$ cat src/rtl/gate_bist_pkg.sv
// gate_bist_pkg
// Shared definitions for the gate BIST controller: data widths, the
// sequencer state encoding, polynomial tap positions and the LFSR/MISR
// next-state helpers used by both the top level and the MISR sub-module.
//
// Contents:
//   PAT_W, RSP_W            pattern / response widths
//   bist_state_e            IDLE, SETTLE, CAPTURE, DONE
//   LFSR_TAP_*, MISR_TAP_*  feedback tap bit positions
//   lfsr_next(), misr_next() one-step next-state functions
package gate_bist_pkg;

    localparam int PAT_W = 15;
    localparam int RSP_W = 10;

    typedef enum logic [1:0] {
        IDLE    = 2'd0,
        SETTLE  = 2'd1,
        CAPTURE = 2'd2,
        DONE    = 2'd3
    } bist_state_e;

    // x^15 + x^14 + 1 (Fibonacci form, maximal length)
    localparam int LFSR_TAP_HI = 14;
    localparam int LFSR_TAP_LO = 13;

    // x^10 + x^7 + 1
    localparam int MISR_TAP_HI = 9;
    localparam int MISR_TAP_LO = 6;

    // Shift left, feedback bit enters at bit 0.
    function automatic logic [PAT_W-1:0] lfsr_next(input logic [PAT_W-1:0] p);
        return {p[PAT_W-2:0], p[LFSR_TAP_HI] ^ p[LFSR_TAP_LO]};
    endfunction

    // Same shift structure as the LFSR, with the response folded in.
    function automatic logic [RSP_W-1:0] misr_next(input logic [RSP_W-1:0] s,
                                                   input logic [RSP_W-1:0] r);
        return {s[RSP_W-2:0], s[MISR_TAP_HI] ^ s[MISR_TAP_LO]} ^ r;
    endfunction

endpackage

$ cat src/rtl/gate_bist_misr.sv
// gate_bist_misr
// Multiple-input signature register that compacts the gate-model
// responses. Clear has priority over enable.
//
// Ports:
//   clk    in   clock, rising edge
//   rst    in   asynchronous active-high reset (clears the signature)
//   clr_i  in   synchronous clear to zero
//   en_i   in   fold rsp_i into the signature on this edge
//   rsp_i  in   RSP_W-bit gate-model response
//   sig_o  out  current signature
module gate_bist_misr
    import gate_bist_pkg::*;
(
    input  logic             clk,
    input  logic             rst,
    input  logic             clr_i,
    input  logic             en_i,
    input  logic [RSP_W-1:0] rsp_i,
    output logic [RSP_W-1:0] sig_o
);

    logic [RSP_W-1:0] sig_q;
    logic [RSP_W-1:0] sig_d;

    // Next signature: clear at run start, compact on capture, else hold.
    always_comb begin
        sig_d = sig_q;
        if (clr_i) begin
            sig_d = '0;
        end else if (en_i) begin
            sig_d = misr_next(sig_q, rsp_i);
        end
    end

    always_ff @(posedge clk or posedge rst) begin
        if (rst) begin
            sig_q <= '0;
        end else begin
            sig_q <= sig_d;
        end
    end

    assign sig_o = sig_q;

endmodule

$ cat src/rtl/gate_bist_ctrl.sv
// gate_bist_ctrl
// BIST harness around a combinational gate model. An LFSR drives the
// PAT_W primary inputs; each pattern is held for SETTLE_CYC cycles, then
// the RSP_W responses are folded into a MISR in a one-cycle CAPTURE
// state. After NUM_PATTERNS captures the signature is compared against
// golden_i and the result is held on pass_o.
//
// Optional feature macro: GATE_BIST_ABORT_EN
//   adds abort_i (cancel a run in SETTLE/CAPTURE) and aborted_o (pulse).
//
// Ports:
//   clk          in   clock, rising edge
//   rst          in   asynchronous active-high reset
//   start_i      in   begin a run (only honoured in IDLE)
//   golden_i     in   expected signature, sampled in DONE
//   rsp_i        in   gate-model outputs, sampled at CAPTURE edges
//   pat_o        out  registered gate-model inputs
//   busy_o       out  high in SETTLE and CAPTURE
//   done_o       out  one-cycle end-of-run pulse
//   pass_o       out  signature matched golden_i in the last run
//   signature_o  out  current MISR contents
//   pat_cnt_o    out  patterns captured in the current run
//   abort_i      in   (GATE_BIST_ABORT_EN only) cancel current run
//   aborted_o    out  (GATE_BIST_ABORT_EN only) one-cycle abort pulse
module gate_bist_ctrl
    import gate_bist_pkg::*;
#(
    parameter int unsigned      NUM_PATTERNS = 256,
    parameter int unsigned      SETTLE_CYC   = 2,
    parameter logic [PAT_W-1:0] LFSR_SEED    = 15'h0001
) (
    input  logic             clk,
    input  logic             rst,
    input  logic             start_i,
    input  logic [RSP_W-1:0] golden_i,
    input  logic [RSP_W-1:0] rsp_i,
`ifdef GATE_BIST_ABORT_EN
    input  logic             abort_i,
    output logic             aborted_o,
`endif
    output logic [PAT_W-1:0] pat_o,
    output logic             busy_o,
    output logic             done_o,
    output logic             pass_o,
    output logic [RSP_W-1:0] signature_o,
    output logic [15:0]      pat_cnt_o
);

    localparam int unsigned      SET_W         = (SETTLE_CYC > 1) ? $clog2(SETTLE_CYC) : 1;
    localparam logic [SET_W-1:0] SETTLE_RELOAD = SET_W'(SETTLE_CYC - 1);
    localparam logic [15:0]      LAST_PAT      = 16'(NUM_PATTERNS - 1);

    bist_state_e      state_q, state_d;
    logic [SET_W-1:0] settle_q, settle_d;
    logic [PAT_W-1:0] pat_q, pat_d;
    logic [15:0]      cnt_q, cnt_d;
    logic             pass_q, pass_d;
    logic             misr_clr;
    logic             misr_en;
`ifdef GATE_BIST_ABORT_EN
    logic             aborted_q, aborted_d;
`endif

    // Sequencer: every pattern costs SETTLE_CYC cycles in SETTLE plus one
    // in CAPTURE. The LFSR only advances when another pattern follows, so
    // pat_o keeps the last pattern through DONE and IDLE.
    always_comb begin
        state_d  = state_q;
        settle_d = settle_q;
        pat_d    = pat_q;
        cnt_d    = cnt_q;
        pass_d   = pass_q;
        misr_clr = 1'b0;
        misr_en  = 1'b0;
`ifdef GATE_BIST_ABORT_EN
        aborted_d = 1'b0;
`endif
        case (state_q)
            IDLE: begin
                if (start_i) begin
                    pat_d    = LFSR_SEED;
                    misr_clr = 1'b1;
                    cnt_d    = '0;
                    pass_d   = 1'b0;
                    settle_d = SETTLE_RELOAD;
                    state_d  = SETTLE;
                end
            end
            SETTLE: begin
                if (settle_q == '0) begin
                    state_d = CAPTURE;
                end else begin
                    settle_d = settle_q - 1'b1;
                end
            end
            CAPTURE: begin
                misr_en = 1'b1;
                cnt_d   = cnt_q + 16'd1;
                if (cnt_q == LAST_PAT) begin
                    state_d = DONE;
                end else begin
                    pat_d    = lfsr_next(pat_q);
                    settle_d = SETTLE_RELOAD;
                    state_d  = SETTLE;
                end
            end
            DONE: begin
                pass_d  = (signature_o == golden_i);
                state_d = IDLE;
            end
            default: begin
                state_d = IDLE;
            end
        endcase
`ifdef GATE_BIST_ABORT_EN
        // Abort overrides everything above, including CAPTURE->DONE:
        // no capture, counters and pattern freeze where they are.
        if (abort_i && (state_q == SETTLE || state_q == CAPTURE)) begin
            state_d   = IDLE;
            settle_d  = settle_q;
            pat_d     = pat_q;
            cnt_d     = cnt_q;
            misr_en   = 1'b0;
            aborted_d = 1'b1;
        end
`endif
    end

    always_ff @(posedge clk or posedge rst) begin
        if (rst) begin
            state_q  <= IDLE;
            settle_q <= '0;
            pat_q    <= '0;
            cnt_q    <= '0;
            pass_q   <= 1'b0;
        end else begin
            state_q  <= state_d;
            settle_q <= settle_d;
            pat_q    <= pat_d;
            cnt_q    <= cnt_d;
            pass_q   <= pass_d;
        end
    end

`ifdef GATE_BIST_ABORT_EN
    always_ff @(posedge clk or posedge rst) begin
        if (rst) begin
            aborted_q <= 1'b0;
        end else begin
            aborted_q <= aborted_d;
        end
    end

    assign aborted_o = aborted_q;
`endif

    gate_bist_misr u_misr (
        .clk   (clk),
        .rst   (rst),
        .clr_i (misr_clr),
        .en_i  (misr_en),
        .rsp_i (rsp_i),
        .sig_o (signature_o)
    );

    assign pat_o     = pat_q;
    assign pat_cnt_o = cnt_q;
    assign pass_o    = pass_q;
    assign busy_o    = (state_q == SETTLE) || (state_q == CAPTURE);
    assign done_o    = (state_q == DONE);

endmodule

$ cat config.mk
export PLATFORM = sky130hd
export DESIGN_NAME = gate_bist_ctrl
export DESIGN_NICKNAME = d
export VERILOG_FILES = /design/src/rtl/gate_bist_pkg.sv /design/src/rtl/gate_bist_misr.sv /design/src/rtl/gate_bist_ctrl.sv
export SDC_FILE = /design/constraint.sdc
export NUM_CORES = 1
export LEC_CHECK = 0
export BUFFER_PORTS_ARGS = -buffer_cell sky130_fd_sc_hd__buf_2
export CAP_MARGIN = 10
export CELL_PAD_IN_SITES_DETAIL_PLACEMENT = 1
export CELL_PAD_IN_SITES_GLOBAL_PLACEMENT = 1
export CORE_MARGIN = 2
export CORE_UTILIZATION = 42
export DETAILED_ROUTE_END_ITERATION = 12
export PLACE_DENSITY_LB_ADDON = 0.3
export RECOVER_POWER = 100
export SLEW_MARGIN = 20
export SYNTH_ARGS = -nofsm -noshare
export SYNTH_HDL_FRONTEND = slang
export SYNTH_HIERARCHICAL = 1
export SYNTH_SLANG_ARGS = --single-unit
$ cat constraint.sdc
create_clock -name clk -period 3.5 [get_ports clk]
set_clock_uncertainty 0.15 [all_clocks]
set_input_delay 0.7 -clock clk [delete_from_list [all_inputs] [get_ports clk]]
set_output_delay 0.7 -clock clk [all_outputs]
set_load 0.01 [all_outputs]
==> metrics.txt <==
run status=complete, but fails checks; failing checks=max-capacitance violations, max-slew violations; MaxCap Viol Count=1; hold buffers post-CTS=0; DRT antenna net count=0; worst slew pin tran=1.89 ns; RSZ-0062 raised after global routing=false; gr usage total=0.199; fin crit period=2.84 ns; die area=0.00605 sq mm; Critical Path Sink Type=flip-flop; router iterations before antenna repair=4; Synth Cell Area=0.00228 sq mm; Num CTS Buffers=5; Nets=305; worst-path maximum fanout=15; Startpoint Class=flip-flop; final setup vio count=0; Reg clk slew, reported paths=0.09 ns; drt drc=0; I/O Buffers=66; worst vdd ir=0.288 mV; met3 WL=275 um; Clock Root Buffer=clkbuf_8; CP Class=flip-flop to flip-flop; Setup TNS=0 ns; DRC marker count from the first detailed-route iteration=100; most frequent cell after synthesis=dfrtp_1; Data arrival, critical path=2.87 ns; highest routed layer=met4; vias in the first global route=1943; area grow syn2layout=17.9%; fin crit share=0.810; top post-synthesis cells by count=45 x dfrtp_1, 26 x xnor2_1, 22 x nor2_1; HP Class=input pin to asynchronous set/reset pin; synth unique cells=42; # IOs=67; post-synth top area cell=dfrtp_1; Simple-Gate Fraction of Synth Area=0.164; routed len/inst=16.1 um; EDFF count, synth=0; Slew headroom=-0.259; Leak=1.14 nW; DRT Wirelength=5600 um; Synth Area in XOR/XNOR=0.118; Die W=77.8 um; Synth Area in Compound Gates=0.130; CTS resizes=0; highest clock rate=0.353 GHz; initial antenna violation count=0; Die H=77.8 um; final hold vios=0; Main synth FF type=dfrtp_1; Post-Syn Instances=208; register area=0.00113 sq mm; Worst EP required=3.54 ns; core outline area=0.00517 sq mm; wl on met1=2600 um; PwrDens=513 mW/mm^2; area of the multi-input gates=0.00104 sq mm; share of cells above drive strength 1=0.155; synth top area cells=dfrtp_1 49%, xnor2_1 10%, nor2_1 3.6%; Post-synth ARST share=1.00; largest net degree at the start of global routing=36; largest family of logic cells by synthesized area=simple AND/OR/NAND/NOR gates; first-pass GRT wire length=9480 um; Mapped Nets=236; total number of vias=1873; PnR Total Power=1.38 mW; adder-cell area share of the yosys netlist=0.0274; Post-Syn Area per Cell=11.0 sq um; metal2 WL=2650 um; clock net sink count=45; Yosys reg bits=45; Warnings, synthesis=6; fill count=625; Routability Congestion=0.729; Setup Fix Bufs, Post-CTS=0; sequential cell area fraction in the yosys report=0.493; diode count=0; TritonCTS clock tree=built; Synth top area share=0.493; Final Max Tran Viols=36; starting density of the core=0.442; vias per cell=5.38; grt ovf=0; H-tree levels=2; Worst-Skew Late Latency=0.30 ns; row count=26; deepest clock path buffer count=2; mux share of post-synthesis cell area=0.0230; post-detail-place hpwl=4070 um
-- state kept, by name (all words and copies together) (netlist names) --
name          count
state_q           2
u_misr/sig_o     10
settle_q          1
pat_cnt_o        16
pat_o            15
pass_o            1
-- layer usage --
layer,global-route usage,vias to the layer above
met3,0.0419,6
li1,-,871
met1,0.290,947
met5,0,-
met4,0.0607,0
met2,0.297,49
-- where the power goes --
part	internal (mW)	leakage [nW]	switching, mW	total, mW
Clock	0.214	0.0543	0.189	0.403
Sequential	0.578	0.581	0.0973	0.676
Combinational	0.167	0.502	0.137	0.304
-- path summary, 6_finish.rpt --
| check | from | to | depth (start not counted) | slack (ns) |
|---|---|---|---|---|
| max in group asynchronous | rst | pat_cnt_o[10] | 3 | 1.19 |
| setup / recovery | state_q[1] | pat_cnt_o[14] | 7 | 0.66 |
| hold / removal | rst | u_misr/sig_o[6] | 2 | 0.21 |
| hold reg to reg | settle_q | settle_q | 2 | 0.38 |
| setup reg to reg | state_q[1] | pat_cnt_o[14] | 7 | 0.66 |
| min in group clk | settle_q | settle_q | 2 | 0.38 |
-- metrics by stage --
stage,setup WS [ns],instances,instance area (sq um),util,hold WS (ns)
finish,0.664,348,2690,0.521,0.210
detailed placement,0.945,340,2660,0.515,0.368
floorplan,1.20,208,2280,-,0.339
global placement,1.10,340,2660,0.515,0.360
global route,0.426,348,2690,0.521,0.238
CTS,0.935,348,2780,0.537,0.221
-- cells in the final DEF (no fill, tap or decap), drive strengths merged, types with 4 or more instances in the layout --
| master | n |
|---|---|
| dfrtp | 45 |
| nand2 | 9 |
| buf | 23 |
| o21ai | 6 |
| a22o | 15 |
| nand3 | 9 |
| nor3 | 4 |
| ha | 5 |
| a211oi | 9 |
| clkbuf | 52 |
| nor4 | 5 |
| a21oi | 4 |
| xnor2 | 26 |
| inv | 9 |
| nor2 | 23 |
-- logic make-up after synthesis --
| group | after synthesis |
|---|---|
| compound gates | 39 |
| flops | 45 |
| simple gates | 68 |
| buf+inv | 17 |
| mux | 5 |
| xor+xnor | 29 |
| fa+ha+maj | 5 |
-- worst max-delay path, cell delays in order, from the launching register on --
cell and delay, ns:
dfrtp_1 0.45, inv_1 0.11, ha_1 0.28, and2_0 0.60, nor2b_1 0.21, clkbuf_1 0.54, nor2b_1 0.10, mux2_2 0.29
-- cell type report --
type                    instances  area share
flip-flops and latches         45       0.418
well taps                      70      0.0325
multi-input cells             146       0.385
clock buffers                   5      0.0255
inverters                       9      0.0125
repair buffers                 70       0.109
clock inverters                 3      0.0172
No activity file was read; power rests on OpenSTA's default activity.
